<file path="config.mk">
export PLATFORM = sky130hd
export DESIGN_NAME = s2p_sync_ctrl_flat
export DESIGN_NICKNAME = d
export VERILOG_FILES = /design/src/rtl/s2p_sync_ctrl_if.sv /design/src/rtl/s2p_sync_ctrl.sv /design/src/flat_wrapper.sv
export SDC_FILE = /design/constraint.sdc
export NUM_CORES = 1
export LEC_CHECK = 0
export ABC_AREA = 1
export CORE_MARGIN = 2
export CORE_UTILIZATION = 45
export DETAILED_ROUTE_END_ITERATION = 16
export HOLD_SLACK_MARGIN = 0.08
export PLACE_DENSITY = 0.74
export REMOVE_ABC_BUFFERS = 1
export SLEW_MARGIN = 10
export SYNTH_ARGS = -nofsm -noshare
export SYNTH_HDL_FRONTEND = slang
export SYNTH_SLANG_ARGS = --single-unit
</file>
<file path="constraint.sdc">
create_clock -name CLK -period 1.6 [get_ports CLK]
set_clock_uncertainty 0.2 [all_clocks]
set_input_delay 0.4 -clock CLK [delete_from_list [all_inputs] [get_ports CLK]]
set_output_delay 0.4 -clock CLK [all_outputs]
set_load 0.05 [all_outputs]
</file>
<file path="src/rtl/s2p_sync_ctrl_if.sv">
// Handshake/bus bundle between the serial_parallel deserializer side and the
// word-alignment/lock controller. Port names are kept from the original block.
interface s2p_sync_ctrl_if;
  logic [9:0] WORD_IN;
  logic       WORD_STB;
  logic       CODE_ERR;
  logic [9:0] DATA_OUT;
  logic       VALID;
  logic       LOCKED;
  logic       BIT_SLIP;
  logic [7:0] LOCK_LOSS_CNT;

  // Deserializer/decoder side: supplies words, observes alignment results.
  modport master (
    output WORD_IN, WORD_STB, CODE_ERR,
    input  DATA_OUT, VALID, LOCKED, BIT_SLIP, LOCK_LOSS_CNT
  );

  // Controller side.
  modport slave (
    input  WORD_IN, WORD_STB, CODE_ERR,
    output DATA_OUT, VALID, LOCKED, BIT_SLIP, LOCK_LOSS_CNT
  );
endinterface

</file>
<file path="src/rtl/s2p_sync_ctrl.sv">
// Word-alignment and lock controller for the 10-bit deserializer.
// Hunts for a comma (either disparity), slips the word boundary after a run of
// non-comma words, locks after a comma train and forwards words while locked.
// Optional lock-loss statistics counter: define SYNC_CTRL_STATS_EN.
module s2p_sync_ctrl #(
  parameter logic [9:0]  COMMA        = 10'b0011111010,
  parameter int unsigned LOCK_COUNT   = 4,
  parameter int unsigned ERR_LIMIT    = 3,
  parameter int unsigned HUNT_TIMEOUT = 16
) (
  input logic          CLK,
  input logic          RESET,
  s2p_sync_ctrl_if.slave bus
);

  typedef enum logic [1:0] {
    ST_HUNT   = 2'd0,
    ST_SLIP   = 2'd1,
    ST_CHECK  = 2'd2,
    ST_LOCKED = 2'd3
  } state_e;

  // Terminal counts: the counters hold "events seen so far", so the event that
  // completes a run is detected when the counter already equals N-1.
  localparam logic [7:0] HUNT_LAST = 8'(HUNT_TIMEOUT - 1);
  localparam logic [3:0] LOCK_LAST = 4'(LOCK_COUNT - 1);
  localparam logic [3:0] ERR_LAST  = 4'(ERR_LIMIT - 1);

  state_e     state_q, state_d;
  logic [7:0] hunt_cnt_q, hunt_cnt_d;
  logic [3:0] com_cnt_q, com_cnt_d;
  logic [3:0] err_cnt_q, err_cnt_d;
  logic [9:0] data_q, data_d;
  logic       valid_q, valid_d;
  logic       locked_q, locked_d;
  logic       bit_slip_q, bit_slip_d;
  logic       lock_lost;
  logic       is_com;

  // Errored words never count as commas, regardless of their bit pattern.
  assign is_com = !bus.CODE_ERR && ((bus.WORD_IN == COMMA) || (bus.WORD_IN == ~COMMA));

  // Next-state, counter and output computation.
  always_comb begin
    state_d    = state_q;
    hunt_cnt_d = hunt_cnt_q;
    com_cnt_d  = com_cnt_q;
    err_cnt_d  = err_cnt_q;
    data_d     = data_q;
    valid_d    = 1'b0;
    lock_lost  = 1'b0;
    unique case (state_q)
      ST_HUNT: begin
        if (bus.WORD_STB) begin
          if (is_com) begin
            state_d    = ST_CHECK;
            com_cnt_d  = 4'd1;
            hunt_cnt_d = '0;
          end else if (hunt_cnt_q == HUNT_LAST) begin
            state_d    = ST_SLIP;
            hunt_cnt_d = '0;
          end else begin
            hunt_cnt_d = hunt_cnt_q + 8'd1;
          end
        end
      end
      ST_SLIP: begin
        state_d = ST_HUNT;
      end
      ST_CHECK: begin
        if (bus.WORD_STB) begin
          if (is_com) begin
            if (com_cnt_q == LOCK_LAST) begin
              state_d   = ST_LOCKED;
              com_cnt_d = '0;
              err_cnt_d = '0;
            end else begin
              com_cnt_d = com_cnt_q + 4'd1;
            end
          end else begin
            state_d   = ST_HUNT;
            com_cnt_d = '0;
          end
        end
      end
      ST_LOCKED: begin
        if (bus.WORD_STB) begin
          data_d  = bus.WORD_IN;
          valid_d = 1'b1;
          if (bus.CODE_ERR) begin
            if (err_cnt_q == ERR_LAST) begin
              state_d    = ST_HUNT;
              err_cnt_d  = '0;
              hunt_cnt_d = '0;
              lock_lost  = 1'b1;
            end else begin
              err_cnt_d = err_cnt_q + 4'd1;
            end
          end else begin
            err_cnt_d = '0;
          end
        end
      end
      default: state_d = ST_HUNT;
    endcase
    locked_d   = (state_d == ST_LOCKED);
    bit_slip_d = (state_d == ST_SLIP);
  end

  // State, counters and registered outputs.
  always_ff @(posedge CLK) begin
    if (!RESET) begin
      state_q    <= ST_HUNT;
      hunt_cnt_q <= '0;
      com_cnt_q  <= '0;
      err_cnt_q  <= '0;
      data_q     <= '0;
      valid_q    <= 1'b0;
      locked_q   <= 1'b0;
      bit_slip_q <= 1'b0;
    end else begin
      state_q    <= state_d;
      hunt_cnt_q <= hunt_cnt_d;
      com_cnt_q  <= com_cnt_d;
      err_cnt_q  <= err_cnt_d;
      data_q     <= data_d;
      valid_q    <= valid_d;
      locked_q   <= locked_d;
      bit_slip_q <= bit_slip_d;
    end
  end

  assign bus.DATA_OUT = data_q;
  assign bus.VALID    = valid_q;
  assign bus.LOCKED   = locked_q;
  assign bus.BIT_SLIP = bit_slip_q;

`ifdef SYNC_CTRL_STATS_EN
  logic [7:0] loss_cnt_q, loss_cnt_d;

  // Saturating count of error-induced lock losses.
  always_comb begin
    loss_cnt_d = loss_cnt_q;
    if (lock_lost && (loss_cnt_q != 8'hFF)) loss_cnt_d = loss_cnt_q + 8'd1;
  end

  // Lock-loss counter register.
  always_ff @(posedge CLK) begin
    if (!RESET) loss_cnt_q <= '0;
    else        loss_cnt_q <= loss_cnt_d;
  end

  assign bus.LOCK_LOSS_CNT = loss_cnt_q;
`else
  logic unused_lock_lost;
  assign unused_lock_lost  = lock_lost;
  assign bus.LOCK_LOSS_CNT = 8'h00;
`endif

endmodule
</file>
<file path="src/flat_wrapper.sv">
// flat-port wrapper written by rule: the top's interface ports become plain ports
module s2p_sync_ctrl_flat 
#(
  parameter logic [9:0]  COMMA        = 10'b0011111010,
  parameter int unsigned LOCK_COUNT   = 4,
  parameter int unsigned ERR_LIMIT    = 3,
  parameter int unsigned HUNT_TIMEOUT = 16
)
  (CLK, RESET, bus_WORD_IN, bus_WORD_STB, bus_CODE_ERR, bus_DATA_OUT, bus_VALID, bus_LOCKED, bus_BIT_SLIP, bus_LOCK_LOSS_CNT);
  s2p_sync_ctrl_if bus_i ();
  input logic CLK;
  input logic RESET;
  input wire logic [$bits(bus_i.WORD_IN)-1:0] bus_WORD_IN;
  input wire logic [$bits(bus_i.WORD_STB)-1:0] bus_WORD_STB;
  input wire logic [$bits(bus_i.CODE_ERR)-1:0] bus_CODE_ERR;
  output wire logic [$bits(bus_i.DATA_OUT)-1:0] bus_DATA_OUT;
  output wire logic [$bits(bus_i.VALID)-1:0] bus_VALID;
  output wire logic [$bits(bus_i.LOCKED)-1:0] bus_LOCKED;
  output wire logic [$bits(bus_i.BIT_SLIP)-1:0] bus_BIT_SLIP;
  output wire logic [$bits(bus_i.LOCK_LOSS_CNT)-1:0] bus_LOCK_LOSS_CNT;
  assign bus_i.WORD_IN = bus_WORD_IN;
  assign bus_i.WORD_STB = bus_WORD_STB;
  assign bus_i.CODE_ERR = bus_CODE_ERR;
  assign bus_DATA_OUT = bus_i.DATA_OUT;
  assign bus_VALID = bus_i.VALID;
  assign bus_LOCKED = bus_i.LOCKED;
  assign bus_BIT_SLIP = bus_i.BIT_SLIP;
  assign bus_LOCK_LOSS_CNT = bus_i.LOCK_LOSS_CNT;
  s2p_sync_ctrl #(.COMMA(COMMA), .LOCK_COUNT(LOCK_COUNT), .ERR_LIMIT(ERR_LIMIT), .HUNT_TIMEOUT(HUNT_TIMEOUT)) u_core (.CLK(CLK), .RESET(RESET), .bus(bus_i));
endmodule
</file>
==> insert_results.sql <==
INSERT INTO impl_metrics (metric_group, metric, value, unit) VALUES
('place', 'placement.io_buffers', '26', ''),
('floorplan', 'die_height', '65.6', 'um'),
('worst_setup_path', 'cp_data_required_time', '1.62', 'ns'),
('power', 'pwr-share-seq', '46.5', '%'),
('synthesis', 'synth_area_per_cell', '6.57', 'sq um'),
('worst_setup_path', 'timing.rr.start', 'u_core.err_cnt_q[0]', ''),
('clocking', 'cts_tree', 'done', ''),
('worst_hold_path', 'hold_path_class', 'reg -> reg', ''),
('synthesis', 'synth_largest_area_cell', 'dfxtp_1', ''),
('finish', 'finalInstanceArea', '2780', 'sq um'),
('synthesis', 'yosys-top-cells-count', '58 x nand2_1, 35 x inv_1, 33 x nor2_1', ''),
('status', 'outcome', 'finished, violations left', ''),
('finish', 'antennaDiodeCount', '0', ''),
('worst_hold_path', 'holdCritStartpoint', 'u_core.hunt_cnt_q[0]', ''),
('clocking', 'clock-sinks', '31', ''),
('routing', 'vias_per_cell', '5.09', ''),
('timing', 'fmax', '0.564', 'GHz'),
('clocking', 'ctsHoldBuffers', '0', ''),
('timing', 'final.setup.worst_slack', '-0.172', 'ns'),
('global_route', 'grt_util_all_layers', '25.6', '%'),
('floorplan', 'fp.coreArea', '3660', 'sq um'),
('power', 'power_frac_clock', '37.4', '%'),
('finish', 'drive_gt1_share', '38.6', '%'),
('global_route', 'grt_overflow', '0', ''),
('routing', 'firstDrtPassIters', '4', ''),
('power', 'power', '1.69', 'mW'),
('clocking', 'clockBufferDepth', '2', ''),
('finish', 'layout.cells.non_filler', '393', ''),
('floorplan', 'pin_count', '35', ''),
('power', 'leakage', '1.30', 'nW'),
('clocking', 'cts_buffers', '5', ''),
('global_route', 'grt_pass1_vias', '1926', ''),
('synthesis', 'post_synth_instance_area', '1710', 'sq um'),
('worst_setup_path', 'timing.setup.critical_path_class', 'in -> reg', ''),
('routing', 'detail_route.drc_violations', '0', ''),
('power', 'ir_drop', '0.000578', 'V'),
('floorplan', 'chipWidth', '65.6', 'um'),
('place', 'placedInstanceArea', '2370', 'sq um'),
('job', 'cap_violations', '0', ''),
('worst_setup_path', 'end_kind', 'flop', ''),
('clocking', 'cts-root-buf', 'clkbuf_8', ''),
('routing', 'routed-via-count', '2001', ''),
('worst_setup_path', 'startpoint', 'bus_CODE_ERR', ''),
('timing', 'drv_slew', '0', ''),
('place', 'pre_cts_ws', '-0.572', 'ns'),
('timing', 'setup_viol', '14', ''),
('power', 'power_report.internal_total', '1.23', 'mW'),
('timing', 'setup-tns-final', '-1.01', 'ns'),
('place', 'detailed_place_hpwl', '3240', 'um'),
('place', 'cell_count_after_placement', '364', ''),
('synthesis', 'async_set_or_reset_flop_fraction_in_the_synthesized_netlist', '0', '%'),
('synthesis', 'synth-seq-cells', '31', ''),
('clocking', 'clock_tree.htree_level_count', '2', ''),
('clocking', 'clkLatencyLatePin', '0.29', 'ns'),
('floorplan', 'floorplan.initialDensity', '46.7', '%'),
('power', 'netSwitchingPower', '0.460', 'mW'),
('routing', 'detail_route.wirelength', '5640', 'um'),
('timing', 'timing.final.crit_share', '111', '%'),
('synthesis', 'synth_seq_area_share', '36.3', '%'),
('timing', 'hold_viol_final', '0', ''),
('timing', 'min_period', '1.77', 'ns'),
('synthesis', 'synth_top_area_share', '36.3', '%'),
('floorplan', 'die_footprint', '4310', 'sq um'),
('synthesis', 'postSynthCellCount', '260', ''),
('worst_setup_path', 'worstSetupStartpointType', 'primary input', ''),
('clocking', 'clk_pin_slew', '0.07', 'ns'),
('finish', 'flow.area_growth_from_synthesis', '62.8', '%'),
('synthesis', 'ys_top_cells_by_area', 'dfxtp_1 36%, nand2_1 13%, inv_1 7.7%', ''),
('synthesis', 'synth-main-ff-cell', 'dfxtp_1', ''),
('floorplan', 'row_count', '22', ''),
('status', 'violations_in_the_final_reports', 'negative setup slack', '');
[final cells by class]
cell class                      instances  area, sq um  share of cell area [%]
Clock inverter                          1         5.00                   0.180
Multi-Input combinational cell        185         1050                    37.6
Timing Repair Buffer                   84          821                    29.5
Tap cell                               48         60.1                    2.16
Clock buffer                            6         82.6                    2.97
Inverter                               38          143                    5.13
Sequential cell                        31          626                    22.5
[power by group through the flow]
stage	sequential [mW]	clock [mW]	combinational, mW
after floorplan	0.801	0	0.107
after global placement	0.802	0	0.207
after detailed placement	0.802	0	0.209
after CTS	0.785	0.638	0.240
after global routing	0.786	0.682	0.291
final	0.786	0.632	0.272
[placed cells by master, fill, tap and decap left out, types with 2 or more instances in the layout]
| master | instances |
|---|---|
| o21ai_1 | 3 |
| ha_1 | 2 |
| nor3_2 | 2 |
| dfxtp_2 | 4 |
| xor2_1 | 4 |
| buf_6 | 4 |
| conb_1 | 8 |
| inv_1 | 24 |
| clkbuf_2 | 2 |
| nand3_4 | 2 |
| clkdlybuf4s50_1 | 2 |
| clkbuf_8 | 6 |
| buf_12 | 13 |
| nor2_1 | 24 |
| nand4_1 | 9 |
| buf_4 | 54 |
| nand3_1 | 15 |
| nand2_2 | 8 |
| ha_4 | 2 |
| dfxtp_1 | 27 |
| o21ai_0 | 11 |
| dlygate4sd2_1 | 8 |
| nor2_2 | 9 |
| inv_2 | 14 |
| nand2_1 | 51 |
| nor3_1 | 3 |
| nor2_4 | 2 |
| a21oi_1 | 20 |
| nand2_4 | 5 |
[flip-flops by register name (all words and copies together) (netlist names)]
| register | count |
|---|---|
| u_core.bus.BIT_SLIP | 1 |
| u_core.bus.DATA_OUT | 10 |
| u_core.bus.LOCKED | 1 |
| u_core.bus.VALID | 1 |
| u_core.com_cnt_q | 4 |
| u_core.err_cnt_q | 4 |
| u_core.hunt_cnt_q | 8 |
| u_core.state_q | 2 |
[worst paths after layout]
| check | endpoint | slack [ns] | cells after the start |
|---|---|---|---|
| max | u_core.err_cnt_q[0] | -0.17 | 8 |
| min | u_core.hunt_cnt_q[0] | 0.31 | 2 |
| max reg2reg | u_core.hunt_cnt_q[5] | -0.08 | 10 |
| min reg2reg | u_core.hunt_cnt_q[0] | 0.31 | 2 |
[cell families (layout without fill, tap and decap cells)]
| logic type | count (synthesis) | count (layout) | synth area share, % |
|---|---|---|---|
| buffers and inverters | 51 | 129 | 13.4 |
| AND/OR/NAND/NOR | 131 | 131 | 33.2 |
| other | 1 | 8 | 0.219 |
| flip-flops | 31 | 31 | 36.3 |
| XOR/XNOR | 4 | 4 | 2.05 |
| adder cells (fa/ha/maj) | 4 | 4 | 2.93 |
| AO/OA/AOI/OAI | 38 | 38 | 11.9 |
[layer usage]
layer  vias to the layer above  GRT usage [%]  share of wire (%)
met2                        58           44.8                 53
met5                         -              0                  0
li1                        985              -                  -
met4                         0           13.8                3.9
met1                       938           27.4                 39
met3                        20           7.53                3.9
[critical path: stages]
cell and delay [ns]:
clkdlybuf4s50_1 0.57, inv_2 0.12, nor3_1 0.24, buf_4 0.16, nand2_1 0.05, nand3_1 0.09, nand2_1 0.05, nor2_1 0.10
[repair_timing]
| item | in CTS | in global routing |
|---|---|---|
| pin swaps | 16 | 16 |
| buffers inserted | 18 | 4 |
| gates resized for setup | 36 | 39 |
| setup endpoints to repair | 31 | 21 |
(Power assumes the default switching activity.)
